===== config.mk =====
export PLATFORM = sky130hd
export DESIGN_NAME = regfile_read_arbiter
export DESIGN_NICKNAME = d
export VERILOG_FILES = /design/src/rtl/regfile_read_arbiter.sv
export SDC_FILE = /design/constraint.sdc
export NUM_CORES = 1
export LEC_CHECK = 0
export ABC_AREA = 0
export CORE_MARGIN = 4
export CORE_UTILIZATION = 42
export DETAILED_ROUTE_END_ITERATION = 12
export PLACE_DENSITY = 0.86
export SLEW_MARGIN = 30
export SYNTH_ARGS = -nofsm -noshare
export SYNTH_HDL_FRONTEND = slang
export SYNTH_SLANG_ARGS = --single-unit

===== constraint.sdc =====
create_clock -name clock -period 3.9 [get_ports clock]
set_input_delay 0.78 -clock clock [delete_from_list [all_inputs] [get_ports clock]]
set_output_delay 0.78 -clock clock [all_outputs]
set_load 0.03 [all_outputs]

===== src/rtl/regfile_read_arbiter.sv =====
// Round-robin arbiter sharing the single register-file read port among NUM_REQ requesters.
// Two-stage pipeline: grant/capture, then read with r0/writeback resolution, then response.
module regfile_read_arbiter #(
    parameter int unsigned NUM_REQ = 4,
    parameter int unsigned DATA_W  = 32
) (
    input  logic                 clock,
    input  logic                 reset,
    input  logic [NUM_REQ-1:0]   req_valid,
    input  logic [5*NUM_REQ-1:0] req_addr,
    output logic [NUM_REQ-1:0]   req_ready,
    input  logic                 port_block,
    output logic [4:0]           rf_read_addr,
    input  logic [DATA_W-1:0]    rf_read_data,
    input  logic                 wb_en,
    input  logic [4:0]           wb_addr,
    input  logic [DATA_W-1:0]    wb_data,
    output logic [NUM_REQ-1:0]   resp_valid,
    output logic [DATA_W-1:0]    resp_data
);

    localparam int unsigned IDW = (NUM_REQ > 1) ? $clog2(NUM_REQ) : 1;

    logic [IDW-1:0]     r_rr_ptr;
    logic               r_s1_v;
    logic [4:0]         r_s1_addr;
    logic [IDW-1:0]     r_s1_id;
    logic [NUM_REQ-1:0] r_resp_valid;
    logic [DATA_W-1:0]  r_resp_data;

    logic               w_grant_v;
    logic [IDW-1:0]     w_grant_id;
    logic [4:0]         w_grant_addr;
    logic [IDW-1:0]     w_next_ptr;
    logic [DATA_W-1:0]  w_sel_data;

    // (base + off) mod NUM_REQ, valid for base < NUM_REQ and off < NUM_REQ
    function automatic logic [IDW-1:0] wrap_idx(input logic [IDW-1:0] base,
                                                input int unsigned    off);
        logic [IDW:0] sum;
        sum = {1'b0, base} + (IDW+1)'(off);
        if (sum >= (IDW+1)'(NUM_REQ)) begin
            sum = sum - (IDW+1)'(NUM_REQ);
        end
        return sum[IDW-1:0];
    endfunction

    always_comb begin
        w_grant_v  = 1'b0;
        w_grant_id = '0;
        for (int unsigned k = 0; k < NUM_REQ; k++) begin
            if (!w_grant_v && req_valid[wrap_idx(r_rr_ptr, k)]) begin
                w_grant_v  = 1'b1;
                w_grant_id = wrap_idx(r_rr_ptr, k);
            end
        end
        if (port_block) begin
            w_grant_v = 1'b0;
        end
    end

    always_comb begin
        w_grant_addr = req_addr[5*int'(w_grant_id) +: 5];
        w_next_ptr   = wrap_idx(w_grant_id, 1);
        req_ready    = w_grant_v ? (NUM_REQ'(1) << w_grant_id) : '0;
    end

    // r0 is hard-wired zero and must never pick up a forwarded write
    always_comb begin
        if (r_s1_addr == 5'd0) begin
            w_sel_data = '0;
        end else if (wb_en && (wb_addr == r_s1_addr)) begin
            w_sel_data = wb_data;
        end else begin
            w_sel_data = rf_read_data;
        end
    end

    // s1_addr only moves on accept, so it doubles as the held decoder select
    always_ff @(posedge clock or posedge reset) begin
        if (reset) begin
            r_rr_ptr  <= '0;
            r_s1_v    <= 1'b0;
            r_s1_addr <= '0;
            r_s1_id   <= '0;
        end else begin
            r_s1_v <= w_grant_v;
            if (w_grant_v) begin
                r_s1_addr <= w_grant_addr;
                r_s1_id   <= w_grant_id;
                r_rr_ptr  <= w_next_ptr;
            end
        end
    end

    always_ff @(posedge clock or posedge reset) begin
        if (reset) begin
            r_resp_valid <= '0;
            r_resp_data  <= '0;
        end else begin
            r_resp_valid <= r_s1_v ? (NUM_REQ'(1) << r_s1_id) : '0;
            if (r_s1_v) begin
                r_resp_data <= w_sel_data;
            end
        end
    end

    assign rf_read_addr = r_s1_addr;
    assign resp_valid   = r_resp_valid;
    assign resp_data    = r_resp_data;

endmodule


==> qor.csv, run 1 <==
metric,value,unit
fillers,469,
multi_input_area,0.00117,mm²
avgSynthCellArea,11.7,µm²
critPathMostFrequentCell,clkdlybuf4s50_1,
worstPathCellList,clkdlybuf4s50_1 -> nor2b_1 -> nor3_2 -> o22ai_4 -> buf_4 -> nor3_1 -> clkdlybuf4s50_1,
syn-num-nets,319,
crit_family,buffers and inverters,
cts-buffers-inserted,5,
htreeDepth,2,
num_vias,2138,
worstHoldStart,r_s1_id[1],
drtIter0Drc,70,
yosys_register_bits,46,
netlist_instances,222,
path_buf_inv,3,
ctsHoldBuffers,0,
clock_latency,290,ps
end_kind,output pin,
grt_start_max_net_pins,47,
rsz0062_at_grt,false,
antenna_found_initial,0,
regArea,0.00115,mm²
grt_pass1_vias,2166,
dieArea,0.00748,mm²
firstDrtPassIters,4,
core.rowCount,28,
pin_count,142,
fin_worst_skew,5.08,ps
gp_congestion,0.875,
clockBufferDepth,2,
drive_gt1_frac,0.139,
final_max_slew_viol_count,0,
period_minus_slack,3570,ps
portBuffers,141,
crit_required,3120,ps
cts_setup_buffers,0,
synth_seq_area_share,0.445,
fmax,280,MHz
initial_core_util,0.435,
outcome,"complete, no violations",
grt_use_met1,0.205,
setup_tns,0,ps
maxCapViolations,0,
setup_viol,0,
hold_path_class,flip-flop to flip-flop,
drc,0,
startpoint,req_valid[1],
routed_via_density,4.90,
die_h,86.5,µm
grt_pass1_wl,10200,µm
dp_hpwl,5060,µm
ant_nets,0,
ys_types,31,
finalHoldViolations,0,
ir_drop,0.310,mV
path_class,input port to output pin,
cts_sinks,46,
p_leak,0.00173,µW
path_max_fanout,11,
drt_wl_total,6520,µm
slowest_delay,690,ps
placed_area,0.00399,mm²
met3_usage,0.0494,
cts_tree,built,
fin_area,0.00410,mm²
grt_overflow,0,
cts_resized,0,
antennaDiodeCount,0,
syn_area,0.00259,mm²
crit_path_start_kind,input port,
clk_pin_slew,80,ps
slowest_stage,clkdlybuf4s50_1,
fin_crit_sh,0.916,
r2r-start,rf_read_addr[0],
wl_per_cell,14.9,µm
core_area,0.00596,mm²
nNetsFinal,457,
worstMarginPinSlew,801,ps
power_density,478,mW/mm²
track_usage,0.172,
maxSlewHeadroom,0.466,
top_usage_layer,met2,
total_power,1960,µW
crit_arrival,2790,ps
dieWidth,86.5,µm
cts_root_buf,clkbuf_8,
use_met2,0.300,
synth_warnings,0,
area_delta_synth_final,58.4,%
==> stage by stage <==
stage	util	hold slack, ps	setup slack, ps	std cells
after floorplan	-	449	1040	222
after global placement	0.670	491	355	428
after detailed placement	0.670	495	295	428
after CTS	0.688	498	294	436
after global routing	0.689	508	177	436
final	0.689	499	328	436
==> state kept, by name (all words and copies together), names as in the netlist <==
name / cells
r_s1_v: 1
resp_valid: 4
rf_read_addr: 5
r_s1_id: 2
r_rr_ptr: 2
resp_data: 32
==> synth_stat cells <==
master    count  share of area
nor4_1        1         0.0024
and3b_1       1         0.0034
nor3b_1       1         0.0029
mux2i_1      42           0.16
or2_1         1         0.0024
clkbuf_1      5         0.0073
or4_1         1         0.0029
buf_2         1         0.0019
nor2_1        8          0.012
dfrtp_1      46           0.44
and2_1        1         0.0024
a21o_1        3         0.0087
inv_1        36          0.052
buf_6         4          0.017
o221ai_1      5          0.017
buf_8         1         0.0058
and3_1        3         0.0073
xnor2_1       2         0.0068
o221a_4       1         0.0077
nor3_2        1         0.0039
a21oi_1       1         0.0019
o21ai_2       1         0.0034
o22ai_4       1         0.0077
nor2b_1       2         0.0048
o21ai_1       1         0.0019
buf_12        3          0.023
nand2_1      11          0.016
nor3_1        1         0.0019
o22ai_2      31           0.15
o22ai_1       2         0.0048
xor2_1        4          0.014
==> power breakdown <==
group	switching (µW)	leakage, µW	internal (µW)
combinational	496	0.00110	455
sequential	90.3	0.000569	590
clock	149	0.0000575	179
==> cells in the final DEF (no fill, tap or decap), drive strengths merged, types with 2 or more instances in the layout <==
cell           instances
mux2i                 42
xnor2                  2
clkbuf                 8
xor2                   4
dfrtp                 46
nand2                 11
nor2                   8
o22ai                 34
buf                    4
nor2b                  2
a21o                   3
nor3                   2
o221ai                 5
and3                   3
o21ai                  2
inv                   35
clkdlybuf4s50        141
==> layout make-up <==
cell class | instances | area share
clock buffer | 8 | 0.0268
inverter | 36 | 0.0333
multi-input combinational | 126 | 0.285
sequential | 46 | 0.281
tap | 75 | 0.0229
timing repair buffer | 145 | 0.351
==> worst register-to-register path: cells and delay by family, from the launching register on <==
| family | cells | cell delay, ps |
|---|---|---|
| flops | 1 | 440 |
| compound gates | 2 | 730 |
| buf+inv | 1 | 380 |
| simple gates | 1 | 590 |
==> cell families (layout without fill, tap and decap cells) <==
group | after synthesis | in the layout | synth area share
buffers and inverters | 50 | 189 | 0.108
AND/OR/NAND/NOR | 32 | 32 | 0.0619
multiplexers | 42 | 42 | 0.162
XOR/XNOR | 6 | 6 | 0.0203
flip-flops | 46 | 46 | 0.445
AO/OA/AOI/OAI | 46 | 46 | 0.203
==> layer usage <==
metal | wire, µm | vias up
met3 | 561 | 6
met1 | 2610 | 994
met2 | 3290 | 92
li1 | - | 1046
met4 | 59 | 0
met5 | 0 | -
==> worst paths after layout <==
check / to / cells past startpoint / slack (ps)
setup / recovery: req_ready[3] / 7 / 330
hold / removal: resp_valid[1] / 1 / 500
setup reg to reg: resp_data[1] / 4 / 1630
hold reg to reg: resp_valid[1] / 1 / 500
max in group asynchronous: r_s1_v / 2 / 2430
min in group asynchronous: resp_data[21] / 2 / 940
Power figures use the tool's default switching activity.
==> run 2, diff against run 1 <==
--- a/config.mk
+++ b/config.mk
@@ -9,7 +9,8 @@
 export CORE_MARGIN = 4
 export CORE_UTILIZATION = 42
 export DETAILED_ROUTE_END_ITERATION = 12
-export PLACE_DENSITY = 0.86
+export HOLD_SLACK_MARGIN = 0.02
+export PLACE_DENSITY_LB_ADDON = 0.15
 export SLEW_MARGIN = 30
 export SYNTH_ARGS = -nofsm -noshare
 export SYNTH_HDL_FRONTEND = slang
==> run 2 against run 1 <==
Compared with the run above:
- clock skew fell by 1.3 ps
- global-route usage is 0.45 points higher
- flip-flop and latch count unchanged
- via count down 0.75%
- power down 1.3%
- maximum frequency up 0.26%
- setup slack better by 9.2 ps
- clock-buffer cell count decreased by 3
- cell count did not move
- die area unchanged
- sequential power barely moved
- largest power group unchanged
==> qor.csv, run 2 (synthesized netlist as in run 1, its figures left out) <==
metric,value,unit,change
antenna_found_initial,0,,unchanged
maxCapViolations,0,,unchanged
grt_pass1_vias,2195,,was 2166
crit_arrival,2780,ps,was 2790 ps
gp_congestion,0.758,,was 0.875
maxSlewHeadroom,0.480,,was 0.466
setup_viol,0,,unchanged
met3_usage,0.0589,,was 0.0494
worstMarginPinSlew,779,ps,was 801 ps
path_max_fanout,13,,was 11
num_vias,2122,,was 2138
ant_nets,0,,unchanged
grt_overflow,0,,unchanged
holdPathStages,1,,unchanged
rr_worst_depth,4,,unchanged
p_switching,761,µW,was 736 µW
grt_pass1_wl,10400,µm,was 10200 µm
regArea,0.00115,mm²,unchanged
use_met2,0.310,,was 0.300
worstHoldStart,r_s1_id[1],,unchanged
dieWidth,86.5,µm,unchanged
clockPowerShare,0.155,,was 0.168
core.rowCount,28,,unchanged
cts_tree,built,,unchanged
period_minus_slack,3560,ps,was 3570 ps
htreeDepth,2,,unchanged
path_class,input port to output pin,,unchanged
cts_root_buf,clkbuf_8,,unchanged
p_comb_frac,0.493,,was 0.486
p_leak,0.00171,µW,was 0.00173 µW
setup_tns,0,ps,unchanged
clock_latency,300,ps,was 290 ps
layout_commonest_cell,clkdlybuf4s50_1,,unchanged
fmax,281,MHz,was 280 MHz
crit_required,3120,ps,about the same
drc,0,,unchanged
largest_reg_flops,32,,unchanged
rrSetupSlack,1690,ps,was 1630 ps
hold_path_end,resp_valid[1],,unchanged
outcome,"complete, no violations",,unchanged
firstDrtPassIters,4,,unchanged
finish.utilization,0.686,,was 0.689
cts_resized,0,,unchanged
ir_drop,0.306,mV,was 0.310 mV
clockBufferDepth,2,,unchanged
clk_pin_slew,90,ps,was 80 ps
dieArea,0.00748,mm²,unchanged
power_density,474,mW/mm²,was 478 mW/mm²
hold_path_class,flip-flop to flip-flop,,unchanged
die_h,86.5,µm,unchanged
fillers,480,,was 469
routed_via_density,4.87,,was 4.90
fin_worst_skew,3.74,ps,was 5.08 ps
drive_gt1_frac,0.139,,unchanged
wl_per_cell,14.8,µm,was 14.9 µm
crit_path_start_kind,input port,,unchanged
p_sw_frac,0.393,,was 0.376
antennaDiodeCount,0,,unchanged
dp_hpwl,5020,µm,was 5060 µm
drt_wl_total,6440,µm,was 6520 µm
core_area,0.00596,mm²,unchanged
timing.rr.end,resp_data[1],,unchanged
fin_crit_sh,0.914,,was 0.916
cts-buffers-inserted,5,,unchanged
initial_core_util,0.435,,unchanged
final_cell_mix,"clkdlybuf4s50_1 (141), dfrtp_1 (45), mux2i_1 (42)",,unchanged
multi_input_area,0.00117,mm²,unchanged
finalHoldViolations,0,,unchanged
final_max_slew_viol_count,0,,unchanged
r2r-start,rf_read_addr[2],,was rf_read_addr[0]
pin_count,142,,unchanged
portBuffers,141,,unchanged
area_delta_synth_final,57.8,%,was 58.4%
track_usage,0.176,,was 0.172
ctsHoldBuffers,0,,unchanged
cts_setup_buffers,0,,unchanged
top_usage_layer,met2,,unchanged
cts_sinks,46,,unchanged
power_frac_seq,0.352,,was 0.347
rsz0062_at_grt,false,,unchanged
nNetsFinal,457,,unchanged
internal-power,1170,µW,was 1220 µW
grt_start_max_net_pins,47,,unchanged
drtIter0Drc,60,,was 70
grt_use_met1,0.207,,was 0.205
end_kind,output pin,,unchanged
[run 2: cell count changes in the layout (fill, tap and decap cells not counted), sizes merged]
cell / before / now
clkinvlp: 0 / 1
clkinv: 1 / 2
inv: 35 / 36
clkbuf: 8 / 5
[run 2: power by group through the flow]
| stage | Combinational (µW) | Sequential, µW | Clock [µW] |
|---|---|---|---|
| after floorplan | 406 | 872 | 0 |
| after CTS | 969 | 682 | 307 |
| after global placement | 952 | 687 | 0 |
| after global routing | 1020 | 698 | 338 |
| final | 955 | 680 | 300 |
| after detailed placement | 965 | 691 | 0 |
[run 2: area by class of cell]
cell class                      count  share of cell area
Timing Repair Buffer              145               0.353
Clock inverter                      3             0.00613
Inverter                           36              0.0334
Clock buffer                        5              0.0168
Sequential cell                    46               0.282
Tap cell                           75              0.0230
Multi-Input combinational cell    126               0.286
[run 2: worst max path at each step]
| stage | startpoint | to | cells after the start |
|---|---|---|---|
| 3_5_place_dp | req_valid[3] | req_ready[1] | 6 |
| 4_1_cts | req_valid[3] | req_ready[1] | 6 |
| 2_1_floorplan | req_valid[0] | req_ready[3] | 5 |
| 3_3_place_gp | req_valid[1] | req_ready[1] | 6 |
| 6_report | req_valid[3] | req_ready[1] | 6 |
| 5_1_grt | req_valid[3] | req_ready[1] | 6 |
[run 2: stage by stage]
step	power [µW]	worst slack (ps)	area, µm²	hold slack [ps]	cells
finish	1940	337	4090	502	436
global placement	1640	389	3990	488	428
global route	2060	219	4090	530	436
floorplan	1280	1040	2590	449	222
CTS	1960	324	4080	501	436
detailed placement	1660	323	3990	494	428
[run 2: layer usage]
metal	part of all wire	routed length (µm)	up-vias
li1	-	-	1043
met1	0.40	2600	979
met2	0.49	3150	95
met3	0.098	628	5
met4	0.0089	57	0
met5	0	0	-
[run 2: worst max-delay path, cell delays in order]
cell,delay [ps]
clkdlybuf4s50_1,610
nor2_1,70
a21o_1,280
nor2_1,220
and2_1,150
clkdlybuf4s50_1,660
